$ cat src/rtl/alu_issue_ctrl_if.sv
// Bundle between the issue controller and its fetch, register-file and ALU neighbours.
// The master side is the controller; the slave side is the surrounding datapath.
interface alu_issue_ctrl_if;
  logic        instr_valid;
  logic [31:0] instr;
  logic        instr_ready;
  logic [4:0]  rs1_addr;
  logic [4:0]  rs2_addr;
  logic [31:0] rs1_data;
  logic [31:0] rs2_data;
  logic [31:0] alu_a;
  logic [31:0] alu_b;
  logic [3:0]  alu_op;
  logic [31:0] alu_result;
  logic        alu_zero;
  logic        rd_we;
  logic [4:0]  rd_addr;
  logic [31:0] rd_wdata;
  logic        illegal;
  logic        last_zero;
  logic [31:0] retired;

  modport master (
    input  instr_valid, instr, rs1_data, rs2_data, alu_result, alu_zero,
    output instr_ready, rs1_addr, rs2_addr, alu_a, alu_b, alu_op,
           rd_we, rd_addr, rd_wdata, illegal, last_zero, retired
  );

  modport slave (
    output instr_valid, instr, rs1_data, rs2_data, alu_result, alu_zero,
    input  instr_ready, rs1_addr, rs2_addr, alu_a, alu_b, alu_op,
           rd_we, rd_addr, rd_wdata, illegal, last_zero, retired
  );
endinterface

$ cat src/rtl/alu_issue_ctrl.sv
// Four-state issue/writeback controller for RV32I ALU register-register and
// register-immediate instructions: decode at accept, read, execute, write back.
//
// state | meaning
// IDLE  | waiting for an instruction; instr_ready high
// READ  | register-file addresses presented; illegal pulse if unsupported
// EXEC  | operands and ALUOp registered toward the ALU
// WB    | ALU result written back (rd_we unless rd is x0)
module alu_issue_ctrl (
  input  logic             clk,
  input  logic             rst_n,
  alu_issue_ctrl_if.master bus
);
  localparam logic [3:0] OP_ADD = 4'b0000;
  localparam logic [3:0] OP_SUB = 4'b0001;
  localparam logic [3:0] OP_AND = 4'b0010;
  localparam logic [3:0] OP_OR  = 4'b0011;
  localparam logic [3:0] OP_XOR = 4'b0100;
  localparam logic [3:0] OP_SLL = 4'b0101;
  localparam logic [3:0] OP_SRL = 4'b0110;
  localparam logic [3:0] OP_SRA = 4'b0111;

  typedef enum logic [1:0] {IDLE, READ, EXEC, WB} state_t;

  state_t      r_state;
  logic [4:0]  r_rs1_addr;
  logic [4:0]  r_rs2_addr;
  logic [4:0]  r_rd;
  logic [31:0] r_imm;
  logic        r_use_imm;
  logic [3:0]  r_op_dec;
  logic        r_illegal;
  logic [31:0] r_alu_a;
  logic [31:0] r_alu_b;
  logic [3:0]  r_alu_op;
  logic        r_rd_we;
  logic [4:0]  r_rd_addr;
  logic        r_last_zero;
  logic [31:0] r_retired;

  logic [6:0]  w_opcode;
  logic [2:0]  w_funct3;
  logic [6:0]  w_funct7;
  logic        w_f7_std;
  logic        w_f7_alt;
  logic [3:0]  w_dec_op;
  logic        w_dec_ill;
  logic [31:0] w_dec_imm;
  logic        w_dec_use_imm;

  assign w_opcode = bus.instr[6:0];
  assign w_funct3 = bus.instr[14:12];
  assign w_funct7 = bus.instr[31:25];
  assign w_f7_std = (w_funct7 == 7'b0000000);
  assign w_f7_alt = (w_funct7 == 7'b0100000);

  always_comb begin
    w_dec_op      = OP_ADD;
    w_dec_ill     = 1'b0;
    w_dec_imm     = {{20{bus.instr[31]}}, bus.instr[31:20]};
    w_dec_use_imm = 1'b0;
    case (w_opcode)
      7'b0110011: begin
        case (w_funct3)
          3'b000: begin
            w_dec_op  = w_f7_alt ? OP_SUB : OP_ADD;
            w_dec_ill = !(w_f7_std || w_f7_alt);
          end
          3'b111: begin w_dec_op = OP_AND; w_dec_ill = !w_f7_std; end
          3'b110: begin w_dec_op = OP_OR;  w_dec_ill = !w_f7_std; end
          3'b100: begin w_dec_op = OP_XOR; w_dec_ill = !w_f7_std; end
          3'b001: begin w_dec_op = OP_SLL; w_dec_ill = !w_f7_std; end
          3'b101: begin
            w_dec_op  = w_f7_alt ? OP_SRA : OP_SRL;
            w_dec_ill = !(w_f7_std || w_f7_alt);
          end
          default: w_dec_ill = 1'b1;
        endcase
      end
      7'b0010011: begin
        w_dec_use_imm = 1'b1;
        case (w_funct3)
          3'b000: w_dec_op = OP_ADD;
          3'b111: w_dec_op = OP_AND;
          3'b110: w_dec_op = OP_OR;
          3'b100: w_dec_op = OP_XOR;
          3'b001: begin
            w_dec_op  = OP_SLL;
            w_dec_ill = !w_f7_std;
            w_dec_imm = {27'b0, bus.instr[24:20]};
          end
          3'b101: begin
            w_dec_op  = w_f7_alt ? OP_SRA : OP_SRL;
            w_dec_ill = !(w_f7_std || w_f7_alt);
            w_dec_imm = {27'b0, bus.instr[24:20]};
          end
          default: w_dec_ill = 1'b1;
        endcase
      end
      default: w_dec_ill = 1'b1;
    endcase
  end

  always_ff @(posedge clk) begin
    if (!rst_n) begin
      r_state     <= IDLE;
      r_rs1_addr  <= '0;
      r_rs2_addr  <= '0;
      r_rd        <= '0;
      r_imm       <= '0;
      r_use_imm   <= 1'b0;
      r_op_dec    <= OP_ADD;
      r_illegal   <= 1'b0;
      r_alu_a     <= '0;
      r_alu_b     <= '0;
      r_alu_op    <= OP_ADD;
      r_rd_we     <= 1'b0;
      r_rd_addr   <= '0;
      r_last_zero <= 1'b0;
      r_retired   <= '0;
    end else begin
      case (r_state)
        IDLE: begin
          if (bus.instr_valid) begin
            r_rs1_addr <= bus.instr[19:15];
            r_rs2_addr <= bus.instr[24:20];
            r_rd       <= bus.instr[11:7];
            r_imm      <= w_dec_imm;
            r_use_imm  <= w_dec_use_imm;
            r_op_dec   <= w_dec_op;
            r_illegal  <= w_dec_ill;
            r_state    <= READ;
          end
        end
        READ: begin
          r_illegal <= 1'b0;
          r_state   <= r_illegal ? IDLE : EXEC;
        end
        EXEC: begin
          r_alu_a   <= bus.rs1_data;
          r_alu_b   <= r_use_imm ? r_imm : bus.rs2_data;
          r_alu_op  <= r_op_dec;
          r_rd_we   <= (r_rd != 5'd0);
          r_rd_addr <= r_rd;
          r_state   <= WB;
        end
        WB: begin
          r_rd_we     <= 1'b0;
          r_last_zero <= bus.alu_zero;
          r_retired   <= r_retired + 32'd1;
          r_state     <= IDLE;
        end
        default: r_state <= IDLE;
      endcase
    end
  end

  // Pulsed/strobe outputs are masked by rst_n so a reset mid-instruction shows nothing.
  assign bus.instr_ready = (r_state == IDLE) && rst_n;
  assign bus.rd_we       = r_rd_we && rst_n;
  assign bus.illegal     = r_illegal && rst_n;
  assign bus.rd_wdata    = ((r_state == WB) && rst_n) ? bus.alu_result : 32'd0;
  assign bus.rs1_addr    = r_rs1_addr;
  assign bus.rs2_addr    = r_rs2_addr;
  assign bus.alu_a       = r_alu_a;
  assign bus.alu_b       = r_alu_b;
  assign bus.alu_op      = r_alu_op;
  assign bus.rd_addr     = r_rd_addr;
  assign bus.last_zero   = r_last_zero;
  assign bus.retired     = r_retired;
endmodule

$ cat src/flat_wrapper.sv
// flat-port wrapper written by rule: the top's interface ports become plain ports
module alu_issue_ctrl_flat 
  (clk, rst_n, bus_instr_valid, bus_instr, bus_rs1_data, bus_rs2_data, bus_alu_result, bus_alu_zero, bus_instr_ready, bus_rs1_addr, bus_rs2_addr, bus_alu_a, bus_alu_b, bus_alu_op, bus_rd_we, bus_rd_addr, bus_rd_wdata, bus_illegal, bus_last_zero, bus_retired);
  alu_issue_ctrl_if bus_i ();
  input  logic clk;
  input  logic rst_n;
  input wire logic [$bits(bus_i.instr_valid)-1:0] bus_instr_valid;
  input wire logic [$bits(bus_i.instr)-1:0] bus_instr;
  input wire logic [$bits(bus_i.rs1_data)-1:0] bus_rs1_data;
  input wire logic [$bits(bus_i.rs2_data)-1:0] bus_rs2_data;
  input wire logic [$bits(bus_i.alu_result)-1:0] bus_alu_result;
  input wire logic [$bits(bus_i.alu_zero)-1:0] bus_alu_zero;
  output wire logic [$bits(bus_i.instr_ready)-1:0] bus_instr_ready;
  output wire logic [$bits(bus_i.rs1_addr)-1:0] bus_rs1_addr;
  output wire logic [$bits(bus_i.rs2_addr)-1:0] bus_rs2_addr;
  output wire logic [$bits(bus_i.alu_a)-1:0] bus_alu_a;
  output wire logic [$bits(bus_i.alu_b)-1:0] bus_alu_b;
  output wire logic [$bits(bus_i.alu_op)-1:0] bus_alu_op;
  output wire logic [$bits(bus_i.rd_we)-1:0] bus_rd_we;
  output wire logic [$bits(bus_i.rd_addr)-1:0] bus_rd_addr;
  output wire logic [$bits(bus_i.rd_wdata)-1:0] bus_rd_wdata;
  output wire logic [$bits(bus_i.illegal)-1:0] bus_illegal;
  output wire logic [$bits(bus_i.last_zero)-1:0] bus_last_zero;
  output wire logic [$bits(bus_i.retired)-1:0] bus_retired;
  assign bus_i.instr_valid = bus_instr_valid;
  assign bus_i.instr = bus_instr;
  assign bus_i.rs1_data = bus_rs1_data;
  assign bus_i.rs2_data = bus_rs2_data;
  assign bus_i.alu_result = bus_alu_result;
  assign bus_i.alu_zero = bus_alu_zero;
  assign bus_instr_ready = bus_i.instr_ready;
  assign bus_rs1_addr = bus_i.rs1_addr;
  assign bus_rs2_addr = bus_i.rs2_addr;
  assign bus_alu_a = bus_i.alu_a;
  assign bus_alu_b = bus_i.alu_b;
  assign bus_alu_op = bus_i.alu_op;
  assign bus_rd_we = bus_i.rd_we;
  assign bus_rd_addr = bus_i.rd_addr;
  assign bus_rd_wdata = bus_i.rd_wdata;
  assign bus_illegal = bus_i.illegal;
  assign bus_last_zero = bus_i.last_zero;
  assign bus_retired = bus_i.retired;
  alu_issue_ctrl u_core (.clk(clk), .rst_n(rst_n), .bus(bus_i));
endmodule
$ cat config.mk
export PLATFORM = sky130hd
export DESIGN_NAME = alu_issue_ctrl_flat
export DESIGN_NICKNAME = d
export VERILOG_FILES = /design/src/rtl/alu_issue_ctrl_if.sv /design/src/rtl/alu_issue_ctrl.sv /design/src/flat_wrapper.sv
export SDC_FILE = /design/constraint.sdc
export NUM_CORES = 1
export LEC_CHECK = 0
export ABC_AREA = 1
export BUFFER_PORTS_ARGS = -buffer_cell sky130_fd_sc_hd__buf_4
export CAP_MARGIN = 30
export CORE_ASPECT_RATIO = 0.5
export CORE_MARGIN = 2
export CORE_UTILIZATION = 50
export CTS_CLUSTER_SIZE = 25
export DETAILED_ROUTE_END_ITERATION = 10
export HOLD_SLACK_MARGIN = 0.02
export PLACE_DENSITY = 0.87
export SLEW_MARGIN = 10
export SYNTH_ARGS = -nofsm -noshare
export SYNTH_HDL_FRONTEND = slang
export SYNTH_SLANG_ARGS = --single-unit
$ cat constraint.sdc
create_clock -name clk -period 3.9 [get_ports clk]
set_clock_uncertainty 0.1 [all_clocks]
set_input_delay 0.195 -clock clk [delete_from_list [all_inputs] [get_ports clk]]
set_output_delay 0.195 -clock clk [all_outputs]
set_load 0.005 [all_outputs]
=== Yosys cells after proc, flatten, opt, wreduce, memory -nomap -nowiden ===
Index checks and enable logic that the tools add are counted.

* Register bits after elaboration: 162
* Output and inout bits: 151
* Logic and storage cells: 66

* Add/sub/neg operators: 1
* Eq/ne operators: 12
* Muxes and demuxes: 19
* Reduce and logical (&&, ||, !) cells: 19

{| class="wikitable"
|+ Operators by type and width
! kind !! count
|-
| $mux W32 || 4
|-
| $add A32 B1 Y32 const B || 1
|-
| $pmux W4 S6 || 1
|-
| $pmux W4 S5 || 1
|-
| $eq A7 B6 Y1 const B || 2
|-
| $eq A3 B3 Y1 const B || 4
|-
| $pmux W1 S2 || 4
|-
| $pmux W2 S4 || 1
|-
| $pmux W4 S2 || 1
|-
| $reduce_or A4 Y1 || 2
|-
| $eq A7 B5 Y1 const B || 1
|-
| $logic_not A7 Y1 || 1
|-
| $reduce_bool A5 Y1 || 1
|-
| $eq A2 B2 Y1 const B || 2
|-
| $logic_and A1 B1 Y1 || 4
|-
| $mux W1 || 4
|-
| $mux W2 || 2
|-
| $reduce_and A2 Y1 || 2
|-
| $reduce_bool A2 Y1 || 2
|-
| $reduce_or A2 Y1 || 2
|-
| $eq A3 B1 Y1 const B || 1
|-
| $logic_not A3 Y1 || 1
|-
| $pmux W1 S3 || 1
|-
| $eq A2 B1 Y1 const B || 1
|-
| other kinds (4) || 5
|}

=== Depth between registers and ports, before layout ===
* Word-level depth: 7
* Gate-level depth with buffers: 9
* Gate-level depth less buffers: 9

=== Worst setup path after synthesis ===
OpenSTA, ideal clock, no wires.

* Path type: register to register
* Start point: reg u_core.r_retired[0], in the netlist u_core.bus.retired[0]
* End point: reg u_core.r_retired[22], in the netlist u_core.bus.retired[22]
* Library setup time: 0.113 ns
* Arrival time: 1.285 ns
* Setup slack: 2.402 ns
* Stages on the path, launching flop included: 9
* Path through: dfxtp_1 > ha_1 > nand3_2 > nor2_4 > nand3_4 > nor2_8 > nand2_1 > nor2_1 > nor2_1

* Cells in the longest elaborated chain, start to end: 1

{| class="wikitable"
|+ RTL lines
! item !! RTL line !! RTL
|-
| start: declaration || alu_issue_ctrl.sv:39 || <nowiki>logic [31:0] r_retired;</nowiki>
|-
| start signal: assignment || alu_issue_ctrl.sv:150 || <nowiki>r_retired <= r_retired + 32'd1;</nowiki>
|-
| $add A32 B1 Y32 || alu_issue_ctrl.sv:150 ||
|}

No other way between the ends.
A chain may end at the register's enable or synchronous reset.

==> impl_metrics.py <==
metrics = {
    "min_path": {
        "hold_end": "u_core.r_use_imm$_SDFFE_PN0P_",
        "min_from": "bus_instr[5]",
        "hold_depth": 4,
        "min_path_type": "in -> reg",
    },
    "sta": {
        "worst_slew_pin_slew_ns": 0.953,
        "relSlewSlack_pct": 36.4,
        "finalWorstSetupSlack_ns": 1.24,
        "clock.fmax_mhz": 375,
        "period_share_pct": 68.3,
        "hold_slack_ns": 0.100,
        "setup_viol": 0,
        "setup_tns_ns": 0,
        "slew_violations": 0,
        "min_period_ns": 2.66,
        "rsz0062_at_grt": "no",
        "hold_viol_final": 0,
    },
    "synthesis": {
        "postSynth.asyncResetShare_pct": 0,
        "ys_ff_latch": 135,
        "syn_inst": 840,
        "syn_avg_cell_area_um2": 6.96,
        "synth_area_mm2": 0.00585,
        "synth_nets": 973,
        "yosysSeqAreaShare_pct": 46.2,
        "ys_warn_count": 0,
        "synth_edf_count": 0,
        "synth_ff_type": "dfxtp_1",
        "synth_cell_types": 35,
    },
    "power": {
        "peakVddDrop_mv": 0.278,
        "power_density_mw_per_mm2": 389,
        "leakagePower_nw": 4.62,
        "totalPowerFinal_mw": 3.68,
    },
    "worst_setup_path": {
        "r2r_slack_ns": 1.42,
        "critPathCaptureType": "output port",
        "crit_arrival_ns": 2.37,
        "r2r-end": "u_core.r_use_imm$_SDFFE_PN0P_",
        "cp-start-kind": "register",
        "r2r_cells": 5,
        "path_max_fanout": 32,
        "cp.required_ns": 3.61,
        "crit_type": "reg -> out",
    },
    "detailed_routing": {
        "drt_pass1_iterations": 7,
        "via_per_inst": 5.36,
        "ant_nets": 0,
        "via_count": 7292,
        "wl_per_cell_um": 16.7,
        "routed_wl_um": 22600,
        "drc": 0,
        "drt-initial-drc-count": 677,
    },
    "global_routing": {
        "grt_first_pass_wirelength_um": 34500,
        "grt_overflow": 0,
        "antenna_found_initial": 1,
        "grt_max_degree": 68,
        "grt_pass1_vias": 7227,
        "track_usage_pct": 34.9,
    },
    "clock_network": {
        "cts_setup_buffers": 0,
        "clk_latency_ns": 0.43,
        "hold_buffers": 90,
        "htree_levels": 4,
        "cts_tree": "built",
        "clkTransAtPathRegs_ns": 0.07,
        "cts.path.max_buffers": 2,
        "cts_buffers": 17,
        "cts.sinks": 135,
        "cts_root_buf": "clkbuf_16",
        "cts.repair.resized": 0,
    },
    "finish": {
        "final_common_cell": "buf_4",
        "fin_area_mm2": 0.00948,
        "final_cell_mix": "buf_4, nor2_1, dfxtp_1",
        "syn2layout_area_growth_pct": 62.1,
        "layout-drive-gt1-share_pct": 27.7,
        "layout.nets": 1320,
        "utilization_pct": 84.7,
        "fin_cells": 1360,
    },
    "floorplan": {
        "die_h_um": 80.5,
        "io_pins": 283,
        "rows": 27,
        "initial_core_util_pct": 52.3,
        "core_mm2": 0.0112,
        "die_x_um": 157,
        "dieArea_mm2": 0.0126,
    },
    "status": {
        "status": "completed",
    },
    "placed_design": {
        "preCtsSetupSlack_ns": 1.74,
        "placed_area_mm2": 0.00797,
        "port-buffer-count": 281,
        "place_inst": 1236,
        "dp.final_hpwl_um": 12500,
        "place.gp.congestion": 0.872,
    },
    "run": {
        "maxCapViolCount": 0,
    },
}
final cells by class:
type	instances	area (um2)
antenna	1	2.50
multi-input combinational	571	2610
sequential	135	2700
timing repair buffer	376	3070
tap	159	199
inverter	86	323
fill	616	1710
clock buffer	18	439
clock inverter	14	134
sequential cells by signal (all words and copies together), names as in the netlist, named ones only:
name and flops:
u_core.bus.alu_a 32, u_core.bus.alu_b 32, u_core.bus.alu_op 3, u_core.bus.last_zero 1, u_core.bus.rd_addr 5, u_core.bus.retired 32
u_core.bus.rs1_addr 5, u_core.r_illegal 1, u_core.r_imm 12, u_core.r_op_dec 3, u_core.r_rd 5, u_core.r_rd_we 1
u_core.r_state 1, u_core.r_use_imm 1
kinds of logic after synthesis:
| family | synth area share, % |
|---|---|
| buffers and inverters | 9.18 |
| XOR/XNOR | 0.599 |
| AO/OA/AOI/OAI | 16.9 |
| flip-flops | 46.2 |
| AND/OR/NAND/NOR | 26.8 |
| adder cells (fa/ha/maj) | 0.214 |
| other | 0.0641 |
layer usage:
metal | vias up | GRT usage (%) | share of wire, %
li1 | 3380 | - | -
met2 | 430 | 65.0 | 51
met4 | 0 | 19.5 | 5.5
met1 | 3352 | 36.7 | 37
met5 | - | 0 | 0
met3 | 130 | 8.09 | 7.2
worst max path at each step:
stage	from	to	slack, ns	depth (start not counted)
5_1_grt	register	bus_rd_wdata[11]	1.09	5
3_3_place_gp	register	u_core.r_illegal$_SDFFE_PN0P_	1.82	5
2_1_floorplan	u_core.bus.retired[0]$_SDFFE_PN0P_	u_core.bus.retired[22]$_SDFFE_PN0P_	2.40	8
3_5_place_dp	rst_n	bus_rd_wdata[25]	1.74	4
6_report	register	bus_rd_wdata[25]	1.24	5
4_1_cts	register	bus_rd_wdata[25]	1.30	5
synthesized netlist by cell type, types with 3 or more instances:
master / n / area share [%]
nand3_2: 3 / 0.51
nor3_1: 5 / 0.43
buf_4: 7 / 0.90
o21ai_0: 95 / 8.1
a21oi_1: 80 / 6.8
nand4_1: 12 / 1.3
dfxtp_1: 135 / 46
nand2_1: 126 / 8.1
clkbuf_1: 35 / 2.2
nor2_1: 192 / 12
o21ai_1: 12 / 1.0
xor2_1: 3 / 0.45
buf_2: 6 / 0.51
inv_1: 84 / 5.4
o21a_1: 3 / 0.39
nand3_1: 19 / 1.6
critical path, stage by stage, from the launching register on:
cell	delay (ns)
dfxtp_1	0.55
nand2_2	0.21
inv_1	0.17
nand2_1	0.55
nor2_1	0.31
buf_4	0.15
power breakdown:
part / internal, mW / total [mW] / switching (mW)
clock network: 0.861 / 1.57 / 0.711
registers: 1.47 / 1.53 / 0.0623
logic: 0.301 / 0.583 / 0.283
Note: power is estimated with default switching activity, not from simulation.
